### config.mk
export PLATFORM = sky130hd
export DESIGN_NAME = uart_rx
export DESIGN_NICKNAME = d
export VERILOG_FILES = /design/src/rtl/uart_rx.sv
export SDC_FILE = /design/constraint.sdc
export NUM_CORES = 1
export LEC_CHECK = 0
export ABC_AREA = 1
export CAP_MARGIN = 20
export CORE_MARGIN = 3
export CORE_UTILIZATION = 65
export DETAILED_ROUTE_END_ITERATION = 12
export PLACE_DENSITY = 0.93
export REMOVE_ABC_BUFFERS = 1
export SYNTH_ARGS = -nofsm -noshare
export SYNTH_HDL_FRONTEND = slang
export SYNTH_SLANG_ARGS = --single-unit
### constraint.sdc
create_clock -name CLK -period 3.05 [get_ports CLK]
set_input_delay 0.915 -clock CLK [delete_from_list [all_inputs] [get_ports CLK]]
set_output_delay 0.915 -clock CLK [all_outputs]
set_load 0.03 [all_outputs]
### src/rtl/uart_rx.sv
// rtl/uart_rx.sv - 8N1 asynchronous serial receiver with mid-bit sampling and framing-error strobe
module uart_rx #(
    parameter int CLKS_PER_BIT = 5208
) (
    input  logic       CLK,
    input  logic       RSTn,
    input  logic       iRxPin,
    output logic [7:0] oData,
    output logic       oValid,
    output logic       oFrameErr,
    output logic       oBusy
);

    localparam int          HALF      = CLKS_PER_BIT / 2;
    localparam logic [31:0] HALF_LAST = 32'(HALF - 1);
    localparam logic [31:0] BIT_LAST  = 32'(CLKS_PER_BIT - 1);

    typedef enum logic [2:0] {
        IDLE,
        START,
        DATA,
        STOP,
        WAIT_HIGH
    } state_t;

    state_t      state;
    logic        s1;
    logic        s2;
    logic        rxs;
    logic        rxs_d;
    logic [31:0] baud;
    logic [2:0]  bit_idx;
    logic [7:0]  shift;

    assign rxs = s2;

    // Two-flop synchroniser on the raw pin plus one delayed copy for falling-edge detection.
    // Resetting to 1 matches the idle line, so a reset never fabricates a start edge.
    always_ff @(posedge CLK or negedge RSTn) begin
        if (!RSTn) begin
            s1    <= 1'b1;
            s2    <= 1'b1;
            rxs_d <= 1'b1;
        end else begin
            s1    <= iRxPin;
            s2    <= s1;
            rxs_d <= s2;
        end
    end

    // Frame state machine: start qualification, data shifting, stop check and break hold-off.
    // The baud counter restarts on every state entry and every sample so each sample
    // point is measured from the previous one.
    always_ff @(posedge CLK or negedge RSTn) begin
        if (!RSTn) begin
            state     <= IDLE;
            baud      <= 32'd0;
            bit_idx   <= 3'd0;
            shift     <= 8'h00;
            oData     <= 8'h00;
            oValid    <= 1'b0;
            oFrameErr <= 1'b0;
            oBusy     <= 1'b0;
        end else begin
            oValid    <= 1'b0;
            oFrameErr <= 1'b0;
            baud      <= baud + 32'd1;
            case (state)
                IDLE: begin
                    // Only a genuine 1->0 transition starts a frame; a line already low is ignored.
                    if (rxs_d && !rxs) begin
                        state <= START;
                        baud  <= 32'd0;
                        oBusy <= 1'b1;
                    end
                end
                START: begin
                    if (baud == HALF_LAST) begin
                        baud <= 32'd0;
                        if (!rxs) begin
                            state   <= DATA;
                            bit_idx <= 3'd0;
                        end else begin
                            // Line went back high before mid start bit: treat as noise.
                            state <= IDLE;
                            oBusy <= 1'b0;
                        end
                    end
                end
                DATA: begin
                    if (baud == BIT_LAST) begin
                        baud  <= 32'd0;
                        shift <= {rxs, shift[7:1]};
                        if (bit_idx == 3'd7) begin
                            state <= STOP;
                        end else begin
                            bit_idx <= bit_idx + 3'd1;
                        end
                    end
                end
                STOP: begin
                    if (baud == BIT_LAST) begin
                        baud <= 32'd0;
                        if (rxs) begin
                            oData  <= shift;
                            oValid <= 1'b1;
                            state  <= IDLE;
                            oBusy  <= 1'b0;
                        end else begin
                            oFrameErr <= 1'b1;
                            state     <= WAIT_HIGH;
                        end
                    end
                end
                WAIT_HIGH: begin
                    // Hold off until the line recovers so a break is not read as 0x00 frames.
                    if (rxs) begin
                        state <= IDLE;
                        baud  <= 32'd0;
                        oBusy <= 1'b0;
                    end
                end
                default: begin
                    state <= IDLE;
                    baud  <= 32'd0;
                    oBusy <= 1'b0;
                end
            endcase
        end
    end

endmodule

==> qor.yml, run 1 <==
worst_setup_path:
  crit_fanout: 2
  cp.required_ns: 2.13
  crit_path_start: "oData[1]"
  reg2reg_from: "baud[24]"
  setup.worst_path.end: "oData[1]"
  reg2reg_depth: 10
  max_stage_delay_ns: 0.68
  end_kind: "output port"
  path_buf_inv: 1
  crit_chain: "clkdlybuf4s50_1"
  critical-path-top-delay-family: "buffers and inverters"
  cp_data_arrival_time_ns: 1.38
  r2r_slack_ns: 0.88
  critPathLaunchType: "flop"
  cp_slowest_cell: "clkdlybuf4s50_1"
  cp.depth: 1
  crit_type: "flop to output port"
  timing.rr.end: "baud[14]"
yosys:
  syn_area_um2: 3350
  synth.most_common_cell: "nand2_1"
  yosys.area.top_type_share_pct: 42.6
  synth_edf_count: 0
  yosys-top-cells-area: "dfrtp_1 (43%), nand2_1 (14%), nor2_1 (9.0%), xor2_1 (6.5%), inv_1 (5.5%)"
  avgSynthCellArea_um2: 7.57
  synth_commonest_cells: "nand2_1 (121), nor2_1 (80), dfrtp_1 (57)"
  ys_ff_latch: 60
  yosysWarnings: 0
  synth-main-ff-cell: "dfrtp_1"
  yosysUniqueCellTypes: 26
  synthArstFlopShare_pct: 100
  ys_seq_area_share_pct: 45.0
  yosys.area.top_type: "dfrtp_1"
  syn_inst: 442
clock_tree:
  h-tree-depth: 3
  clk_pin_slew_ns: 0.07
  holdBufCountCts: 0
  post_cts_resized: 0
  cts_setup_buffers: 0
  numCtsBuffers: 9
  cts_tree: "yes"
  insertion_delay_ns: 0.35
  cts.root.buffer_cell: "clkbuf_8"
  cts_buffer_depth: 2
  cts_sinks: 60
power:
  power.density_nw_per_um2: 598
  ir_worst_vdd_mv: 0.391
  p_leak_nw: 1.64
floorplanning:
  start_util_pct: 69.0
  dieArea_um2: 6040
  io_pins: 14
  core-area_um2: 4850
  row_count: 25
  dieWidth_um: 77.7
  die_h_um: 77.7
finish:
  final_cells: 531
  drive_gt1_share_pct: 10.8
  nets: 466
  diodes: 0
  syn_to_final_growth_pct: 11.7
sta:
  hold_violations: 0
  final.min_clock_period_ns: 2.30
  slew_headroom_pct: 49.7
  drv_slew: 0
  min_period_over_period_pct: 75.4
  tns_ns: 0
  max_freq_mhz: 435
  setup_viol: 0
  tightest_slew_ns: 0.755
  rsz0062_at_grt: "false"
  fin_worst_skew_ns: 0.0133
placement:
  dp.cells: 516
  place_congestion: 0.896
  hpwl_um: 5130
  portBuffers: 13
global_routing:
  grt_pass1_vias: 2790
  grtUsageTotal_pct: 27.0
  grt_pass1_wl_um: 12800
  grt-ovfl-total: 0
  antenna_found_initial: 0
  grt_max_degree: 61
drt:
  wl_um: 7380
  postRouteAntennaNets: 0
  drt_iter0_drc: 301
  via_per_inst: 5.49
  num_vias: 2915
  dr.pass1.iters: 5
  wl_per_cell_um: 13.9
  drc_errors: 0
hold_path:
  hold_depth: 0
  hp-class: "flop to flop"
run:
  drv_cap: 0
status:
  outcome: "completed"
[worst register-to-register path, stage by stage (launching register included)]
cell	delay (ns)
dfrtp_1	0.45
nor2_1	0.16
nand2_1	0.10
inv_1	0.07
nand2_1	0.06
nor2_2	0.16
nand2_1	0.08
nand2_1	0.10
nand2_2	0.10
nor2_4	0.59
nor2_1	0.14
[through the flow]
step	setup WS (ns)	cell area, um2	hold WS (ns)	util (%)	total power [mW]
6_report	0.750	3740	0.364	77.1	2.23
3_5_place_dp	0.950	3500	0.353	72.2	1.40
5_1_grt	0.672	3740	0.364	77.1	2.35
2_1_floorplan	1.27	3290	0.345	-	1.27
3_3_place_gp	1.03	3500	0.346	72.2	1.37
4_1_cts	0.739	3740	0.363	77.1	2.24
[area by class of cell]
| type | instances | area, um2 |
|---|---|---|
| Multi-Input combinational cell | 320 | 1570 |
| Fill cell | 317 | 1110 |
| Tap cell | 67 | 83.8 |
| Inverter | 55 | 206 |
| Clock buffer | 12 | 165 |
| Timing Repair Buffer | 14 | 133 |
| Clock inverter | 3 | 68.8 |
| Sequential cell | 60 | 1510 |
[flip-flops by register name, summed over array words and instances (netlist names)]
register / flops
baud: 32
s1: 1
state: 3
oValid: 1
rxs: 1
oFrameErr: 1
oBusy: 1
rxs_d: 1
bit_idx: 3
shift: 8
oData: 8
[layout by cell type (no fill, tap or decap), types with 2 or more instances in the layout]
cell type and n:
xor2_1 25, o21ai_1 9, dfstp_2 3, clkdlybuf4s50_1 12
inv_2 6, nor2_2 6, clkbuf_8 12, nor3_1 19
ha_1 3, o21ai_0 4, nor2_4 4, nor3_2 2
bufinv_16 2, inv_1 49, nand2_2 3, o21ai_2 7
nand2_1 121, nand4_1 10, dfrtp_1 57, nor2_1 80
nand3_1 21
[power by group]
group / switching [mW] / internal (mW) / total (mW)
Sequential: 0.0491 / 0.845 / 0.894
Clock: 0.318 / 0.524 / 0.842
Combinational: 0.362 / 0.135 / 0.497
[layer usage]
layer | track usage, % | wire, um | vias up
met3 | 6.61 | 490 | 38
met2 | 43.2 | 3530 | 123
met1 | 34.4 | 3090 | 1348
met5 | 0 | 0 | -
met4 | 12.8 | 268 | 0
li1 | - | - | 1406
[worst min-delay path by stage]
stage          end  from
2_1_floorplan  rxs    s1
3_3_place_gp   rxs    s1
3_5_place_dp   rxs    s1
4_1_cts        rxs    s1
5_1_grt        rxs    s1
6_report       rxs    s1
[cell families after synthesis]
group	synth area share [%]
AOI/OAI and AO/OA	3.93
xor gates and xnor gates	6.54
adders and majority gates	1.12
buffers and inverters	7.97
DFF	45.0
and+or+nand+nor	35.5
No activity file was read; power rests on OpenSTA's default activity.
==> inputs of run 2 (changes only) <==
Settings changed: CORE_UTILIZATION 65 to 55, PLACE_DENSITY 0.93 to 0.84.
Clock period 3.05 ns to 2.1 ns, I/O delays scaled along.
==> run 2 against run 1 <==
Against the previous run:
- flip-flop and latch count did not move
- clock-buffer cell count fell by 1
- combinational power rose by 56%
- clock skew decreased by 0.0045 ns
- largest power group unchanged
- worst hold slack got worse by 0.10 ns
- power up 47%
==> qor.yml, run 2 (same netlist as run 1, synthesis figures left out) <==
drt:
  num_vias: 2847
  wl_um: 7150
  dr.pass1.iters: 5
  wl_per_cell_um: 13.3
  drc_errors: 0
  drt-met1-wl_um: 3190
  wl_met2_um: 3320
  via_per_inst: 5.29
  postRouteAntennaNets: 0
  top_layer: "met4"
  drt_iter0_drc: 268
  wl_met3_um: 462
placement:
  portBuffers: 13
  place_congestion: 0.979
  hpwl_um: 5020
  dp.cells: 522
  place_area_um2: 3540
  pre_cts_ws_ns: 0.258
worst_setup_path:
  crit_chain: "clkdlybuf4s50_1"
  critical-path-top-delay-family: "buffers and inverters"
  cp_data_arrival_time_ns: 1.38
  end_kind: "output port"
  cp_slowest_cell: "clkdlybuf4s50_1"
  max_stage_delay_ns: 0.68
  critPathLaunchType: "flop"
  cp.required_ns: 1.47
  path_buf_inv: 1
  crit_fanout: 2
  crit_type: "flop to output port"
finish:
  nets: 467
  largest_reg_flops: 32
  diodes: 0
  fill_cells: 471
  top_register: "baud"
  final_cells: 538
  multiInputGateArea_um2: 1570
  final_common_cell: "nand2_1"
  syn_to_final_growth_pct: 12.9
  fin_util_pct: 66.1
  regArea_um2: 1510
  reg.largest.list: "baud (32), oData (8), shift (8)"
  fin_area_um2: 3780
  final_cell_mix: "nand2_1 (121), nor2_1 (80), dfrtp_1 (57)"
  drive_gt1_share_pct: 11.2
floorplanning:
  core-area_um2: 5710
  start_util_pct: 58.6
  dieWidth_um: 84.0
  dieArea_um2: 7060
  io_pins: 14
  row_count: 27
  die_h_um: 84.0
hold_path:
  hp-class: "primary input to async pin"
clock_tree:
  clk_pin_slew_ns: 0.07
  holdBufCountCts: 0
  cts_sinks: 60
  cts_tree: "yes"
  post_cts_resized: 0
  insertion_delay_ns: 0.35
  numCtsBuffers: 9
  cts_buffer_depth: 2
  cts.root.buffer_cell: "clkbuf_8"
  h-tree-depth: 3
  cts_setup_buffers: 0
sta:
  tightest_slew_ns: 0.370
  hold_violations: 0
  layout_setup_ws_ns: 0.0851
  final.min_clock_period_ns: 2.01
  fin_worst_skew_ns: 0.00874
  tns_ns: 0
  rsz0062_at_grt: "false"
  drv_slew: 0
  slew_headroom_pct: 75.1
  min_period_over_period_pct: 95.9
  setup_viol: 0
  max_freq_mhz: 496
status:
  outcome: "completed"
global_routing:
  grtUsageTotal_pct: 22.6
  antenna_found_initial: 0
  grt-ovfl-total: 0
  grt_max_degree: 61
  grt_pass1_wl_um: 12500
  grt_pass1_vias: 2706
power:
  p_leak_nw: 1.65
  ir_worst_vdd_mv: 0.701
  power.density_nw_per_um2: 872
run:
  drv_cap: 0
-- run 2: final cells by class --
class | instances | area share [%]
timing repair buffer | 15 | 4.37
multi-input combinational | 320 | 41.7
inverter | 55 | 5.47
sequential | 60 | 39.9
tap | 72 | 2.39
clock inverter | 5 | 2.22
clock buffer | 11 | 4.01
-- run 2: report_power, final --
| group | internal, mW | switching [mW] | total, mW |
|---|---|---|---|
| sequential | 1.23 | 0.0764 | 1.30 |
| clock | 0.734 | 0.477 | 1.21 |
| combinational | 0.251 | 0.526 | 0.777 |
-- run 2: through the flow --
step / hold WS [ns] / total power, mW
finish: 0.264 / 3.29
global route: 0.272 / 3.51
CTS: 0.284 / 3.31
detailed placement: 0.347 / 2.10
global placement: 0.348 / 2.07
floorplan: 0.334 / 1.84
-- run 2: routing by layer --
metal | up-vias | track usage, %
met5 | - | 0
met4 | 0 | 7.02
met3 | 25 | 8.49
met2 | 96 | 34.6
met1 | 1311 | 29.8
li1 | 1415 | -
-- run 2: worst paths after layout --
check	start	to	slack, ns	cells past startpoint
max in group asynchronous	RSTn	rxs_d	1.52	2
max	oData[6]	oData[6]	0.09	1
min	RSTn	baud[13]	0.26	2
min in group CLK	s1	rxs	0.36	0
max reg2reg	baud[0]	baud[19]	0.23	11
min reg2reg	s1	rxs	0.36	0
==> inputs of run 3 (changes only) <==
Settings changed: ABC_AREA 1 to unset, CORE_UTILIZATION 55 to 54, RECOVER_POWER set to 50.
==> run 3 against run 2 <==
Against the previous run:
- clock skew barely moved
- critical path depth rose by 4
- power fell by 7.1%
- register-to-register slack got worse by 0.19 ns
- flip-flop and latch count did not move
- synthesized cell count fell by 40%
- maximum frequency fell by 2.2%
- design area fell by 8.4%
- synthesized area fell by 14%
- global-route usage fell by 1.4 points
==> qor.yml, run 3 <==
drt:
  dr.pass1.iters: 4
  postRouteAntennaNets: 0
  wl_per_cell_um: 16.0
  num_vias: 2161
  via_per_inst: 5.86
  wl_um: 5910
  drt_iter0_drc: 179
  drc_errors: 0
global_routing:
  grtUsageTotal_pct: 21.2
  use_met2_pct: 31.5
  globalRouteMet3Util_pct: 6.01
  grt-ovfl-total: 0
  grt-busiest-layer: "met2"
  met1_usage_pct: 28.6
  grt_pass1_vias: 2213
  grt_pass1_wl_um: 10300
  grt_max_degree: 61
  antenna_found_initial: 0
yosys:
  syn_area_um2: 2880
  ys_seq_area_share_pct: 52.2
  yosys-top-cells-area: "dfrtp_1 (49%), xor2_1 (7.3%), mux2_2 (6.2%), nor2_1 (4.7%), nand4_1 (3.7%)"
  synth_commonest_cells: "dfrtp_1 (57), nor2_1 (36), xor2_1 (24)"
  yosys.area.top_type_share_pct: 49.5
  yosys.area.top_type: "dfrtp_1"
  synth-main-ff-cell: "dfrtp_1"
  syn_inst: 263
  synthArstFlopShare_pct: 100
  synth_edf_count: 0
  yosysUniqueCellTypes: 40
  synth.most_common_cell: "dfrtp_1"
  avgSynthCellArea_um2: 11.0
  yosysWarnings: 0
  ys_ff_latch: 60
sta:
  fin_worst_skew_ns: 0.00858
  hold_violations: 0
  tightest_slew_ns: 1.43
  setup_viol: 0
  max_freq_mhz: 485
  drv_slew: 0
  tns_ns: 0
  min_period_over_period_pct: 98.1
  slew_headroom_pct: 4.51
  final.min_clock_period_ns: 2.06
worst_setup_path:
  crit_fanout: 4
  cp.required_ns: 2.32
  cp_data_arrival_time_ns: 2.28
  crit_type: "flop to flop"
  critPathLaunchType: "flop"
  end_kind: "flop"
finish:
  final_cells: 369
  multiInputGateArea_um2: 1360
  fill_cells: 344
  final_common_cell: "dfrtp_1"
  largest_reg_flops: 32
  nets: 303
  diodes: 0
  drive_gt1_share_pct: 23.2
  reg.largest.list: "baud (32), oData (8), shift (8)"
  top_register: "baud"
  regArea_um2: 1510
  syn_to_final_growth_pct: 19.9
  final_cell_mix: "dfrtp_1 (56), nor2_1 (36), xor2_1 (24)"
placement:
  hpwl_um: 3850
  place_congestion: 0.795
  portBuffers: 13
  dp.cells: 353
floorplanning:
  io_pins: 14
  die_h_um: 79.1
  core-area_um2: 4940
  row_count: 25
  dieWidth_um: 79.1
  start_util_pct: 58.4
  dieArea_um2: 6250
power:
  total_power_mw: 3.06
  p_leak_nw: 1.62
  power.density_nw_per_um2: 885
  ir_worst_vdd_mv: 0.825
status:
  outcome: "completed"
clock_tree:
  cts.root.buffer_cell: "clkbuf_8"
  holdBufCountCts: 0
  cts_sinks: 60
  insertion_delay_ns: 0.34
  numCtsBuffers: 9
  cts_tree: "yes"
  clk_pin_slew_ns: 0.06
  cts_buffer_depth: 2
  cts_setup_buffers: 0
  h-tree-depth: 3
run:
  drv_cap: 0
hold_path:
  hp-class: "flop to flop"
==> run 3: what timing repair did <==
item / 4_1_cts / 5_1_grt
pin swaps: 0 / 2
gates resized for setup: 1 / 11
setup endpoints to repair: 42 / 45
gates cloned: 0 / 0
==> run 3: area by class of cell <==
type / instances / share of cell area (%)
Multi-Input combinational cell: 187 / 39.3
Tap cell: 67 / 2.42
Timing Repair Buffer: 36 / 9.12
Inverter: 3 / 0.326
Clock buffer: 10 / 3.69
Sequential cell: 60 / 43.6
Clock inverter: 6 / 1.59
==> run 3: through the flow <==
step                utilization [%]  worst slack [ns]  instance area [um2]  hold slack (ns)
floorplan                         -            -0.373                 2830            0.334
global placement               65.4           -0.0616                 3230            0.347
detailed placement             65.4           -0.0925                 3230            0.351
CTS                            69.2            0.0188                 3420            0.290
global route                   69.9           -0.0493                 3460            0.367
finish                         69.9            0.0400                 3460            0.360
==> run 3: final timing paths <==
kind / from / depth (start not counted) / endpoint / slack, ns
max: baud[16] / 5 / state[0] / 0.04
min: s1 / 0 / rxs / 0.36
max reg2reg: baud[16] / 5 / state[0] / 0.04
min reg2reg: s1 / 0 / rxs / 0.36
max in group asynchronous: RSTn / 2 / baud[12] / 0.44
min in group asynchronous: RSTn / 2 / baud[25] / 0.70
==> run 3: logic make-up (layout without fill, tap and decap cells) <==
group           Yosys count  in the layout  synth area share [%]
simple gates            119            119                  23.4
flops                    60             60                  52.2
xor+xnor                 30             30                  9.11
compound gates           18             18                  4.95
mux                      17             17                  6.64
buf+inv                  16             55                  2.39
fa+ha+maj                 3              3                  1.30
==> run 3: critical path, stage by stage, from the launching register on <==
cell and delay (ns):
dfrtp_1 0.41, nor4_1 0.46, nand2_2 0.14, or2_1 0.27, a211oi_4 0.30, mux2_1 0.35
==> run 3: metal layers <==
layer  up-vias  part of all wire, %  wire [um]
met5         -                    0          0
met4         0                  2.2        129
met3        19                  5.8        342
met2        62                   48       2840
met1      1066                   44       2600
li1       1014                    -          -
==> run 3: power breakdown <==
part / leakage [nW] / switching, mW / internal, mW / total [mW]
logic: 0.715 / 0.389 / 0.323 / 0.712
registers: 0.807 / 0.126 / 1.25 / 1.37
clock network: 0.0996 / 0.439 / 0.537 / 0.975
total: 1.62 / 0.953 / 2.11 / 3.06
